File: config.mk
export PLATFORM = sky130hd
export DESIGN_NAME = traffic_nway
export DESIGN_NICKNAME = d
export VERILOG_FILES = /design/src/rtl/traffic_nway.sv
export SDC_FILE = /design/constraint.sdc
export NUM_CORES = 1
export LEC_CHECK = 0
export ABC_AREA = 1
export CORE_MARGIN = 4
export CORE_UTILIZATION = 53
export CTS_BUF_LIST = sky130_fd_sc_hd__clkbuf_2
export DETAILED_ROUTE_END_ITERATION = 16
export GPL_TIMING_DRIVEN = 0
export HOLD_SLACK_MARGIN = 0.15
export PLACE_DENSITY = 0.78
export SLEW_MARGIN = 20
export SYNTH_ARGS = -nofsm -noshare
export SYNTH_HDL_FRONTEND = slang
export SYNTH_SLANG_ARGS = --single-unit
File: constraint.sdc
create_clock -name clk -period 1.85 [get_ports clk]
set_input_delay 0.37 -clock clk [delete_from_list [all_inputs] [get_ports clk]]
set_output_delay 0.37 -clock clk [all_outputs]
set_load 0.02 [all_outputs]
File: src/rtl/traffic_nway.sv
// traffic_nway: N-approach round-robin traffic-light controller.
// Each approach in turn gets GREEN -> YELLOW -> ALL-RED clearance. Idle
// approaches can be skipped (SKIP_EN) and green can be stretched by up to
// MAX_EXT cycles while ext is held at the end of the green phase.
// lights, cur_way and busy are registers loaded from the next-state logic,
// so every output is glitch-free and changes only on a clock edge or reset.
module traffic_nway #(
    parameter int N_WAYS     = 4,
    parameter int GREEN_CYC  = 8,
    parameter int YELLOW_CYC = 3,
    parameter int ALLRED_CYC = 1,
    parameter int MAX_EXT    = 4,
    parameter int SKIP_EN    = 1,
    parameter int CNT_W      = 4
) (
    input  logic                  clk,
    input  logic                  rst,
    input  logic                  start,
    input  logic [N_WAYS-1:0]     req,
    input  logic                  ext,
    output logic [2*N_WAYS-1:0]   lights,
    output logic [2:0]            cur_way,
    output logic                  busy
);

    typedef enum logic [1:0] {
        S_IDLE   = 2'd0,
        S_GREEN  = 2'd1,
        S_YELLOW = 2'd2,
        S_ALLRED = 2'd3
    } state_t;

    localparam logic [CNT_W-1:0] CNT_ZERO = {CNT_W{1'b0}};
    localparam logic [CNT_W-1:0] CNT_ONE  = {{(CNT_W-1){1'b0}}, 1'b1};
    localparam logic [CNT_W-1:0] G_LAST   = CNT_W'(GREEN_CYC - 1);
    localparam logic [CNT_W-1:0] Y_LAST   = CNT_W'(YELLOW_CYC - 1);
    localparam logic [CNT_W-1:0] R_LAST   = CNT_W'(ALLRED_CYC - 1);
    localparam logic [CNT_W-1:0] EXT_MAX  = CNT_W'(MAX_EXT);
    localparam logic [2:0]       WAY_LAST = 3'(N_WAYS - 1);

    state_t                state_r;
    state_t                state_nxt_s;
    logic [CNT_W-1:0]      cnt_r;
    logic [CNT_W-1:0]      cnt_nxt_s;
    logic [CNT_W-1:0]      ext_used_r;
    logic [CNT_W-1:0]      ext_used_nxt_s;
    logic [2:0]            way_r;
    logic [2:0]            way_nxt_s;
    logic [2:0]            sel_way_s;
    logic [2*N_WAYS-1:0]   lights_r;
    logic [2*N_WAYS-1:0]   lights_nxt_s;
    logic                  busy_r;
    logic                  busy_nxt_s;

    // Next approach to serve: scan forward from the current one (current one
    // last) for a demanding approach; with no demand, or skipping disabled,
    // simply advance by one so the rotation never stalls.
    function automatic logic [2:0] pick_next_way(input logic [2:0] cur,
                                                 input logic [N_WAYS-1:0] dem);
        logic [2:0] nxt;
        logic       found;
        int         idx;
        nxt   = 3'((int'(cur) + 1) % N_WAYS);
        found = 1'b0;
        if (SKIP_EN != 0) begin
            for (int k = 1; k <= N_WAYS; k++) begin
                idx = (int'(cur) + k) % N_WAYS;
                if (!found && dem[idx]) begin
                    nxt   = 3'(idx);
                    found = 1'b1;
                end
            end
        end
        return nxt;
    endfunction

    // Candidate approach for the next grant, from the current owner and demand.
    always_comb begin
        sel_way_s = pick_next_way(way_r, req);
    end

    // Phase sequencing: counter, extension budget and approach ownership.
    always_comb begin
        state_nxt_s    = state_r;
        cnt_nxt_s      = cnt_r + CNT_ONE;
        ext_used_nxt_s = ext_used_r;
        way_nxt_s      = way_r;
        case (state_r)
            S_IDLE: begin
                cnt_nxt_s = CNT_ZERO;
                if (start) begin
                    state_nxt_s    = S_GREEN;
                    way_nxt_s      = sel_way_s;
                    ext_used_nxt_s = CNT_ZERO;
                end else begin
                    state_nxt_s = S_IDLE;
                end
            end
            S_GREEN: begin
                // Once the base green has elapsed every cycle is terminal;
                // each held ext buys one more cycle until the budget is spent.
                if (cnt_r >= G_LAST) begin
                    if (ext && (ext_used_r < EXT_MAX)) begin
                        ext_used_nxt_s = ext_used_r + CNT_ONE;
                    end else begin
                        state_nxt_s = S_YELLOW;
                        cnt_nxt_s   = CNT_ZERO;
                    end
                end else begin
                    state_nxt_s = S_GREEN;
                end
            end
            S_YELLOW: begin
                if (cnt_r == Y_LAST) begin
                    state_nxt_s = S_ALLRED;
                    cnt_nxt_s   = CNT_ZERO;
                end else begin
                    state_nxt_s = S_YELLOW;
                end
            end
            S_ALLRED: begin
                if (cnt_r == R_LAST) begin
                    cnt_nxt_s = CNT_ZERO;
                    if (start) begin
                        state_nxt_s    = S_GREEN;
                        way_nxt_s      = sel_way_s;
                        ext_used_nxt_s = CNT_ZERO;
                    end else begin
                        state_nxt_s = S_IDLE;
                    end
                end else begin
                    state_nxt_s = S_ALLRED;
                end
            end
            default: begin
                state_nxt_s = S_IDLE;
                cnt_nxt_s   = CNT_ZERO;
            end
        endcase
    end

    // Lamp pattern for the upcoming state: only the owning approach is lit.
    always_comb begin
        lights_nxt_s = {(2*N_WAYS){1'b0}};
        busy_nxt_s   = (state_nxt_s != S_IDLE);
        for (int i = 0; i < N_WAYS; i++) begin
            if (3'(i) == way_nxt_s) begin
                case (state_nxt_s)
                    S_GREEN:  lights_nxt_s[2*i +: 2] = 2'b01;
                    S_YELLOW: lights_nxt_s[2*i +: 2] = 2'b10;
                    default:  lights_nxt_s[2*i +: 2] = 2'b00;
                endcase
            end else begin
                lights_nxt_s[2*i +: 2] = 2'b00;
            end
        end
    end

    // State and output registers; reset forces all-red IDLE immediately.
    always_ff @(posedge clk or negedge rst) begin
        if (!rst) begin
            state_r    <= S_IDLE;
            cnt_r      <= CNT_ZERO;
            ext_used_r <= CNT_ZERO;
            way_r      <= WAY_LAST;
            lights_r   <= {(2*N_WAYS){1'b0}};
            busy_r     <= 1'b0;
        end else begin
            state_r    <= state_nxt_s;
            cnt_r      <= cnt_nxt_s;
            ext_used_r <= ext_used_nxt_s;
            way_r      <= way_nxt_s;
            lights_r   <= lights_nxt_s;
            busy_r     <= busy_nxt_s;
        end
    end

    assign lights  = lights_r;
    assign cur_way = way_r;
    assign busy    = busy_r;

endmodule

== Word-level counts from Yosys, hierarchy flattened ==
Cells that the tools add are included.

* $add $sub $neg: 6
* $mul: 0
* Divide/modulo/power cells: 0
* Magnitude comparators: 6
* Equal/unequal tests: 12
* Shift operators: 0
* Multiplexer cells: 42
* Bitwise operators: 4
* Reduce and logical (&&, ||, !) cells: 17

{| class="wikitable"
|+ Operators by type and width
! kind !! number
|-
| $mux 4 || 8
|-
| $lt 3x4->1 const B || 4
|-
| $pmux 4 s4 || 1
|-
| $mux 3 || 5
|-
| $mux 2 || 7
|-
| $mux 1 || 13
|-
| $pmux 4 s3 || 1
|-
| $add 4x1->4 const B || 2
|-
| $bmux 1 s2 || 4
|-
| $pmux 2 s4 || 1
|-
| $reduce_or 2->1 || 4
|-
| $eq 2x2->1 const B || 3
|-
| $eq 2x3->1 const A || 2
|-
| $ne 2x2->1 const B || 3
|-
| $pmux 3 s2 || 1
|-
| $add 2x1->2 const B || 2
|-
| $add 2x2->2 const B || 2
|-
| $and 1x1->1 const A || 4
|-
| $eq 2x1->1 const B || 2
|-
| $eq 4x2->1 const B || 1
|-
| $ge 4x3->1 const B || 1
|-
| $logic_and 1x1->1 || 4
|-
| $logic_not 4->1 || 1
|-
| $lt 4x3->1 const B || 1
|-
| other kinds (8) || 10
|}

* Register bits: 22
* Latch bits: 0
* Memory bits (writable): 0
* ROM bits: 0
* Input bits: 8
* Output and inout port bits: 12
* Word-level logic and storage cells: 93
* Memories kept: 0

== Longest topological paths before layout ==
Gate-level depths: netlist of run 1.

* Depth after elaboration: 21
* Depth in mapped cells: 15
* Gate-level depth less buffers: 15

== Worst setup path after synthesis of run 1 ==
No wires, ideal clock.

* Path kind: register -> register
* Start: register way_r[0] (netlist: cur_way[0])
* End: register lights_r[3] (netlist: lights[3])
* Setup time: 0.123 ns
* Data arrival time: 1.577 ns
* Required time: 1.727 ns
* Path slack: 0.150 ns
* Stages on the path, launching flop included: 15
* Buffers on the path: 1
* Clock period less this slack: 1.700 ns
* Cell sequence: dfstp_2 buf_6 nand2_1 nand2_2 nand2_1 nand2_2 nand2_1 nor2_1 nor2_1 nand2_1 nand3_2 nand2_4 nor2_4 nand2_2 nor2_1

* Longest elaborated chain between the ends: 19

{| class="wikitable"
|+ Ends and longest elaborated chain
! what !! RTL line !! text
|-
| start: declaration || 47 || <nowiki>logic [2:0] way_r;</nowiki>
|-
| start signal: assignment || 172 || <nowiki>way_r <= way_nxt_s;</nowiki>
|-
| $add 2x1->2 || 63, 67 ||
|-
| $bmux 1 s2 || 68 || <nowiki>if (!found && dem[idx]) begin</nowiki>
|-
| $mux 1 (implied by the code) (2 in a row) || 68 ||
|-
| $mux 1 || 68 ||
|-
| $logic_not 1->1 || 68 ||
|-
| $logic_and 1x1->1 || 68 ||
|-
| $mux 1 || 68 ||
|-
| $logic_not 1->1 || 68 ||
|-
| [... 4 more ...] || - ||
|-
| $mux 3 * || 68 ||
|-
| $mux 3 * || 91, 124 ||
|-
| $mux 3 || 122 || <nowiki>if (cnt_r == R_LAST) begin</nowiki>
|-
| $pmux 3 s2 * || 88 || <nowiki>case (state_r)</nowiki>
|-
| via way_nxt_s[1] || 48 || <nowiki>logic [2:0] way_nxt_s;</nowiki>
|-
| $eq 1x3->1 * || 147 || <nowiki>if (3'(i) == way_nxt_s) begin</nowiki>
|-
| $mux 2 * || 147 ||
|-
| via lights_nxt_s[3] || 51 || <nowiki>logic [2*N_WAYS-1:0] lights_nxt_s;</nowiki>
|-
| end signal: assignment || 166 || <nowiki>lights_r <= {(2*N_WAYS){1'b0}};</nowiki>
|-
| end signal: assignment || 173 || <nowiki>lights_r <= lights_nxt_s;</nowiki>
|-
| end: declaration || 50 || <nowiki>logic [2*N_WAYS-1:0] lights_r;</nowiki>
|}

The timed path passes the listed nets; every way through them passes the cells marked *. The select of a mux whose other input is x is not followed.
A chain may end at the register's enable or synchronous reset.

== Worst setup path after layout of run 1 ==
* Start: register way_r[0] (netlist: cur_way[0])
* End: register lights_r[1] (netlist: lights[1])

* Longest elaborated chain between the ends: 19

{| class="wikitable"
|+ Ends and longest elaborated chain
! what !! RTL line
|-
| $add 2x1->2 || 63, 67
|-
| $bmux 1 s2 || 68
|-
| $mux 1 (implied by the code) (2 in a row) || 68
|-
| $mux 1 || 68
|-
| $logic_not 1->1 || 68
|-
| $logic_and 1x1->1 || 68
|-
| $mux 1 || 68
|-
| $logic_not 1->1 || 68
|-
| [... 4 more ...] || -
|-
| $mux 3 * || 68
|-
| $mux 3 * || 91, 124
|-
| $mux 3 || 122
|-
| $pmux 3 s2 * || 88
|-
| via way_nxt_s[1] || 48
|-
| $logic_not 3->1 * || 147
|-
| $mux 2 * || 147
|-
| via lights_nxt_s[1] || 51
|}

Marks and branches as above.

==> results of run 1 <==
## stage by stage
stage / cells / setup TNS (ps) / cell area [um^2] / hold slack, ps / setup WS (ps)
6_report: 238 / 0 / 1704 / 516.1 / 58.95
5_1_grt: 238 / -928.1 / 1704 / 541.2 / -147.1
4_1_cts: 234 / 0 / 1652 / 519.1 / 4.707
3_5_place_dp: 229 / -1305 / 1614 / 488.4 / -174.3
3_3_place_gp: 229 / -772.8 / 1614 / 473.9 / -111.7
2_1_floorplan: 180 / 0 / 1386 / 74.41 / 150.2
## power by group through the flow
stage	logic [mW]	clock network, mW	registers, mW
after detailed placement	1.26	0	0.685
after CTS	1.28	0.200	0.673
after global placement	1.20	0	0.677
final	1.37	0.193	0.670
after global routing	1.54	0.225	0.682
after floorplan	0.872	0	0.741
## cells by family after synthesis
kind of cell | share of synthesized area
buffers and inverters | 0.07581
flip-flops | 0.3989
AND/OR/NAND/NOR | 0.3764
AO/OA/AOI/OAI | 0.07040
XOR/XNOR | 0.006319
adder cells (fa/ha/maj) | 0.07221
## worst register-to-register path: cells and delay by family (launching register included)
| kind | cells | cell delay (ps) |
|---|---|---|
| simple gates | 14 | 1020 |
| buf+inv | 1 | 140 |
| flops | 1 | 610 |
## sequential cells by signal, summed over array words and instances (netlist names)
name and flops:
lights 8, cnt_r 4, ext_used_r 4, cur_way 3, state_r 2, busy 1
## worst max path at each step
stage           endpoint  slack [ps]  cells past startpoint
2_1_floorplan  lights[3]         150                     14
3_3_place_gp   lights[1]        -110                     16
3_5_place_dp   lights[1]        -170                     16
4_1_cts        lights[4]           5                     10
5_1_grt        lights[3]        -150                     15
6_report       lights[1]          60                     15
## synth_stat cells
cell	number
inv_1	17
nor3_2	2
buf_6	1
nand3_1	12
o21ai_0	5
a21boi_1	1
nand3_2	4
a211oi_1	1
nor2_4	1
nand2_1	50
o22ai_1	1
nand2_2	15
dfstp_2	2
ha_1	8
o21bai_1	1
dfrtp_1	20
nand2_4	2
inv_2	8
nor2_2	1
nor2_1	16
a21oi_1	5
nand4_1	2
xor2_1	1
o21ai_2	1
nor3b_1	1
o21ai_1	2
## per-layer routing
layer / vias to the layer above / wire, um
li1: 620 / -
met1: 569 / 1175
met2: 28 / 1533
met3: 8 / 132
met4: 0 / 49
met5: - / 0
## timing repair
item | 4_1_cts | 5_1_grt
resized for setup | 5 | 6
setup buffers | 1 | 4
pin swaps | 0 | 1
setup endpoints to repair | 8 | 8
hold buffers | 0 | 0
## cell type report
| class | count | area, um^2 | area share |
|---|---|---|---|
| multi-input cells | 132 | 759.5 | 0.4457 |
| plain buffers | 1 | 15.01 | 0.008811 |
| repair buffers | 24 | 225.2 | 0.1322 |
| clock buffers | 4 | 20.02 | 0.01175 |
| inverters | 25 | 93.84 | 0.05507 |
| flip-flops and latches | 22 | 553.0 | 0.3245 |
| well taps | 30 | 37.54 | 0.02203 |
==> flow_summary_export.csv, run 1 <==
group,metric,value,unit
placement,port_buffers,19,
grt,antenna_found_initial,0,
yosys,synth_fp_nets,196,
hold_path,min_to,"ext_used_r[3]",
clock_tree,cts.htree.levels,1,
worst_setup_path,cp-start-kind,"flip-flop",
drt,drt_iter0_markers,53,
floorplanning,die_area,3498,um^2
final_layout,nFillCells,208,
hold_path,hold_depth,2,
floorplanning,num_rows,18,
timing,tightest_slew,940.8,ps
grt,met2_usage,0.3407,
timing,finalCriticalPeriod,1791,ps
power_and_ir_drop,power,2.238,mW
power_and_ir_drop,p_sw,1.060,mW
yosys,ys_top_cells_by_area,"dfrtp_1 (36%), nand2_1 (14%), ha_1 (7.2%), nand2_2 (6.8%), inv_1 (4.6%)",
drt,totalWireLength,2.890,mm
floorplanning,die_y,59.15,um
power_and_ir_drop,p_sw_frac,0.4735,
clock_tree,cts.sink_count,22,
clock_tree,cts_buffers,3,
grt,met1_usage,0.2145,
worst_setup_path,worst_ep_required_time,2120,ps
final_layout,layout_common_cells,"nand2_1 (49), dfrtp_1 (20), inv_1 (17), clkdlybuf4s50_1 (17)",
power_and_ir_drop,ir_drop,0.9134,mV
hold_path,hp-class,"reg -> reg",
yosys,ys_ff_latch,22,
floorplanning,core,2477,um^2
final_layout,layout_commonest_cell,"nand2_1",
timing,fin_skew,16.74,ps
yosys,syn_area,1386,um^2
drt,vias_per_cell,5.147,
job,drv_cap,0,
final_layout,antenna_cells,0,
power_and_ir_drop,power_leakage,0.8717,nW
timing,fin_crit_sh,0.9681,
floorplanning,dieWidth,59.15,um
grt,grt_pass1_wl,5.133,mm
worst_setup_path,critPathBufInv,1,
grt,gr-total-overflow,0,
timing,fmax,558.3,MHz
placement,hpwl,2.248,mm
worst_setup_path,r2r_cells,15,
clock_tree,path_clk_slew,200,ps
clock_tree,cts_max_path_buffers,2,
yosys,ys_types,26,
yosys,syn_area_per_cell,7.702,um^2
worst_setup_path,cp_max_fo,9,
worst_setup_path,worst-r2r-setup-slack,60,ps
final_layout,drive_above_1_share,0.2596,
worst_setup_path,cpMaxStageDelayCell,"dfstp_2",
timing,finalHoldViolations,0,
power_and_ir_drop,p_seq_frac,0.300,
grt,grt_pass1_vias,1234,
power_and_ir_drop,p_clk_frac,0.086,
clock_tree,clk_latency,320,ps
clock_tree,cts_tree,"done",
drt,routedWlPerCell,12.14,um
timing,finalMaxSlewViolations,0,
drt,vias,1225,
yosys,yosysSeqAreaShare,0.3989,
drt,drcViolationCount,0,
yosys,yosysTopAreaCellShare,0.3610,
power_and_ir_drop,p_int,1.178,mW
status,status,"completed",
drt,drt_pass1_iterations,4,
final_layout,nets,225,
timing,relSlewSlack,0.3708,
yosys,syn_inst,180,
grt,grt_util_met3,0.04357,
yosys,synth_top_area_cell,"dfrtp_1",
clock_tree,root_buffer,"clkbuf_2",
placement,globalplace.congestion,0.9292,
hold_path,min_from,"ext_used_r[3]",
timing,rsz0062_at_grt,"true",
final_layout,final_util,0.6879,
floorplanning,start_util,0.5596,
worst_setup_path,end_kind,"flip-flop",
grt,grt.total_usage,0.1887,
timing,finalSetupViolCount,0,
power_and_ir_drop,power_density,1313,nW/um^2
power_and_ir_drop,power_frac_comb,0.614,
worst_setup_path,r2r-end,"lights[1]",
worst_setup_path,cp_top_family,"simple AND/OR/NAND/NOR gates",
grt,grt_max_degree,23,
floorplanning,io_pins,20,
worst_setup_path,slowest_delay,610,ps
final_layout,syn_to_final_growth,22.92,%
worst_setup_path,path_cells,"buf_8 > nand2_2 > nand2_2 > nand2_1 > nand2_2 > nand2_2 > nand2_1 > nand2_1 > nand2_1 > nand2_1 > nand3_2 > nand2_4 > nor2_4 > nand2_2 > nor2_1",
yosys,yosys_warnings,0,
grt,gr-max-usage-layer,"met2",
worst_setup_path,crit_path_start,"cur_way[0]",
drt,antenna_left,0,
worst_setup_path,worstSetupPathType,"reg -> reg",
worst_setup_path,reg2reg_from,"cur_way[0]",
worst_setup_path,worst_ep_arrival_time,2060,ps
(Power assumes the default switching activity.)
==> run 2: changes to the inputs <==
- SETUP_SLACK_MARGIN: default -> 0.1
- SLEW_MARGIN: 20 -> default
==> run 2 against run 1 <==
Net effect: the flow now finishes with violations (setup timing); sequential share of layout area shrank 2.9 points; via count increased by 7.8%; worst hold slack barely moved; clock skew fell by 1.3 ps; final area rose by 9.8%; core utilization is 6.7 points higher; highest routed layer unchanged; maximum frequency down 4.9%; sequential power up 0.9%; die area unchanged; global-route usage increased by 1.2 points; critical endpoint is now lights[3].
==> flow_summary_export.csv, run 2 (same netlist as run 1, synthesis figures left out) <==
group,metric,value,unit
worst_setup_path,end_kind,"flip-flop",
grt,grt.total_usage,0.2003,
worst_setup_path,worst_ep_arrival_time,2150,ps
floorplanning,num_rows,18,
final_layout,regArea,553.0,um^2
power_and_ir_drop,ir_drop,0.8882,mV
drt,drt_pass1_iterations,4,
timing,setup_ws,-32.52,ps
floorplanning,io_pins,20,
placement,placed_area,1614,um^2
clock_tree,cts_max_path_buffers,2,
floorplanning,start_util,0.5596,
clock_tree,path_clk_slew,200,ps
drt,drt_iter0_markers,41,
timing,rsz0062_at_grt,"true",
grt,gr-total-overflow,0,
clock_tree,cts.sink_count,22,
timing,tightest_slew,957.3,ps
hold_path,min_from,"ext_used_r[3]",
worst_setup_path,reg2reg_from,"cur_way[0]",
timing,setup-tns-final,-124.5,ps
timing,fin_skew,15.46,ps
placement,port_buffers,19,
power_and_ir_drop,power,2.520,mW
clock_tree,clk_latency,330,ps
drt,totalWireLength,3.337,mm
clock_tree,root_buffer,"clkbuf_2",
final_layout,largest_reg_flops,8,
final_layout,syn_to_final_growth,34.93,%
worst_setup_path,worst-r2r-setup-slack,-30,ps
drt,vias,1321,
placement,globalplace.congestion,0.9292,
floorplanning,core,2477,um^2
timing,relSlewSlack,0.3598,
status,status,"finished with violations",
timing,finalMaxSlewViolations,0,
drt,antenna_left,0,
final_layout,nFillCells,170,
drt,vias_per_cell,5.370,
placement,hpwl,2.248,mm
timing,finalSetupViolCount,7,
drt,routedWlPerCell,13.57,um
final_layout,layout_common_cells,"nand2_1 (37), nand2_2 (25), dfrtp_1 (20), inv_1 (16), clkdlybuf4s50_1 (14)",
clock_tree,cts_buffers,3,
timing,fin_crit_sh,1.018,
grt,grt_pass1_wl,5.402,mm
status,failed_checks,"setup timing",
worst_setup_path,worst_ep_required_time,2110,ps
final_layout,final_cell_area,1871,um^2
floorplanning,die_y,59.15,um
final_layout,nets,233,
worst_setup_path,cp-start-kind,"flip-flop",
final_layout,antenna_cells,0,
floorplanning,die_area,3498,um^2
power_and_ir_drop,power_density,1347,nW/um^2
final_layout,multi_input_area,854.6,um^2
worst_setup_path,worstSetupPathType,"reg -> reg",
final_layout,drive_above_1_share,0.3796,
timing,finalCriticalPeriod,1883,ps
worst_setup_path,crit_path_start,"cur_way[0]",
clock_tree,cts.htree.levels,1,
hold_path,hp-class,"reg -> reg",
timing,finalHoldViolations,0,
drt,drcViolationCount,0,
timing,fmax,531.2,MHz
grt,grt_max_degree,23,
floorplanning,dieWidth,59.15,um
job,drv_cap,0,
worst_setup_path,cp_max_fo,8,
final_layout,layout_commonest_cell,"nand2_1",
final_layout,final_util,0.7551,
power_and_ir_drop,power_leakage,0.9737,nW
clock_tree,cts_tree,"done",
grt,antenna_found_initial,0,
grt,grt_pass1_vias,1282,
## run 2: layout make-up
cell class	instances	area share
well taps	30	0.02007
plain buffers	1	0.006020
flip-flops and latches	22	0.2957
repair buffers	32	0.1565
clock buffers	4	0.01070
multi-input cells	132	0.4569
inverters	25	0.05418
## run 2: layer usage
metal | vias to the layer above | global-route usage | routed length (um)
li1 | 641 | - | -
met1 | 620 | 0.2273 | 1287
met2 | 54 | 0.3628 | 1804
met3 | 6 | 0.04357 | 200
met4 | 0 | 0.07767 | 46
met5 | - | 0 | 0
## run 2: power breakdown
| part | leakage (nW) | internal [mW] | switching [mW] | total [mW] |
|---|---|---|---|---|
| registers | 0.292 | 0.598 | 0.0776 | 0.676 |
| logic | 0.665 | 0.659 | 0.989 | 1.65 |
| clock network | 0.0166 | 0.0572 | 0.139 | 0.196 |
## run 2: metrics by stage
step | instances | hold WS [ps] | setup WS, ps
CTS | 240 | 519.1 | 56.14
global route | 246 | 540.9 | -172.9
finish | 246 | 515.8 | -32.52
detailed placement | 229 | 488.4 | -174.3
floorplan | 180 | 74.41 | 150.2
global placement | 229 | 473.9 | -111.7
## run 2: timing repair
action                     4_1_cts  5_1_grt
setup buffers                    7        6
setup endpoints to repair       10       19
pin swaps                        6       19
gates resized for setup         18       28
hold buffers                     0        0
## run 2: critical path: stages (launching register included)
cell	delay, ps
dfstp_2	600
buf_6	150
nand2_2	80
nand2_4	70
nand2_2	60
nand2_2	100
nand2_2	70
nand2_1	60
nand2_1	50
nand2_1	60
nand2_1	70
nand3_2	80
nand2_4	90
nor2_4	130
nand2_2	70
nor2_2	90
## run 2: path summary, 6_finish.rpt
kind	cells past startpoint	endpoint
max in group asynchronous	1	lights[5]
min in group asynchronous	1	cnt_r[1]
min reg2reg	2	ext_used_r[3]
min	2	ext_used_r[3]
max reg2reg	15	lights[3]
max	15	lights[3]
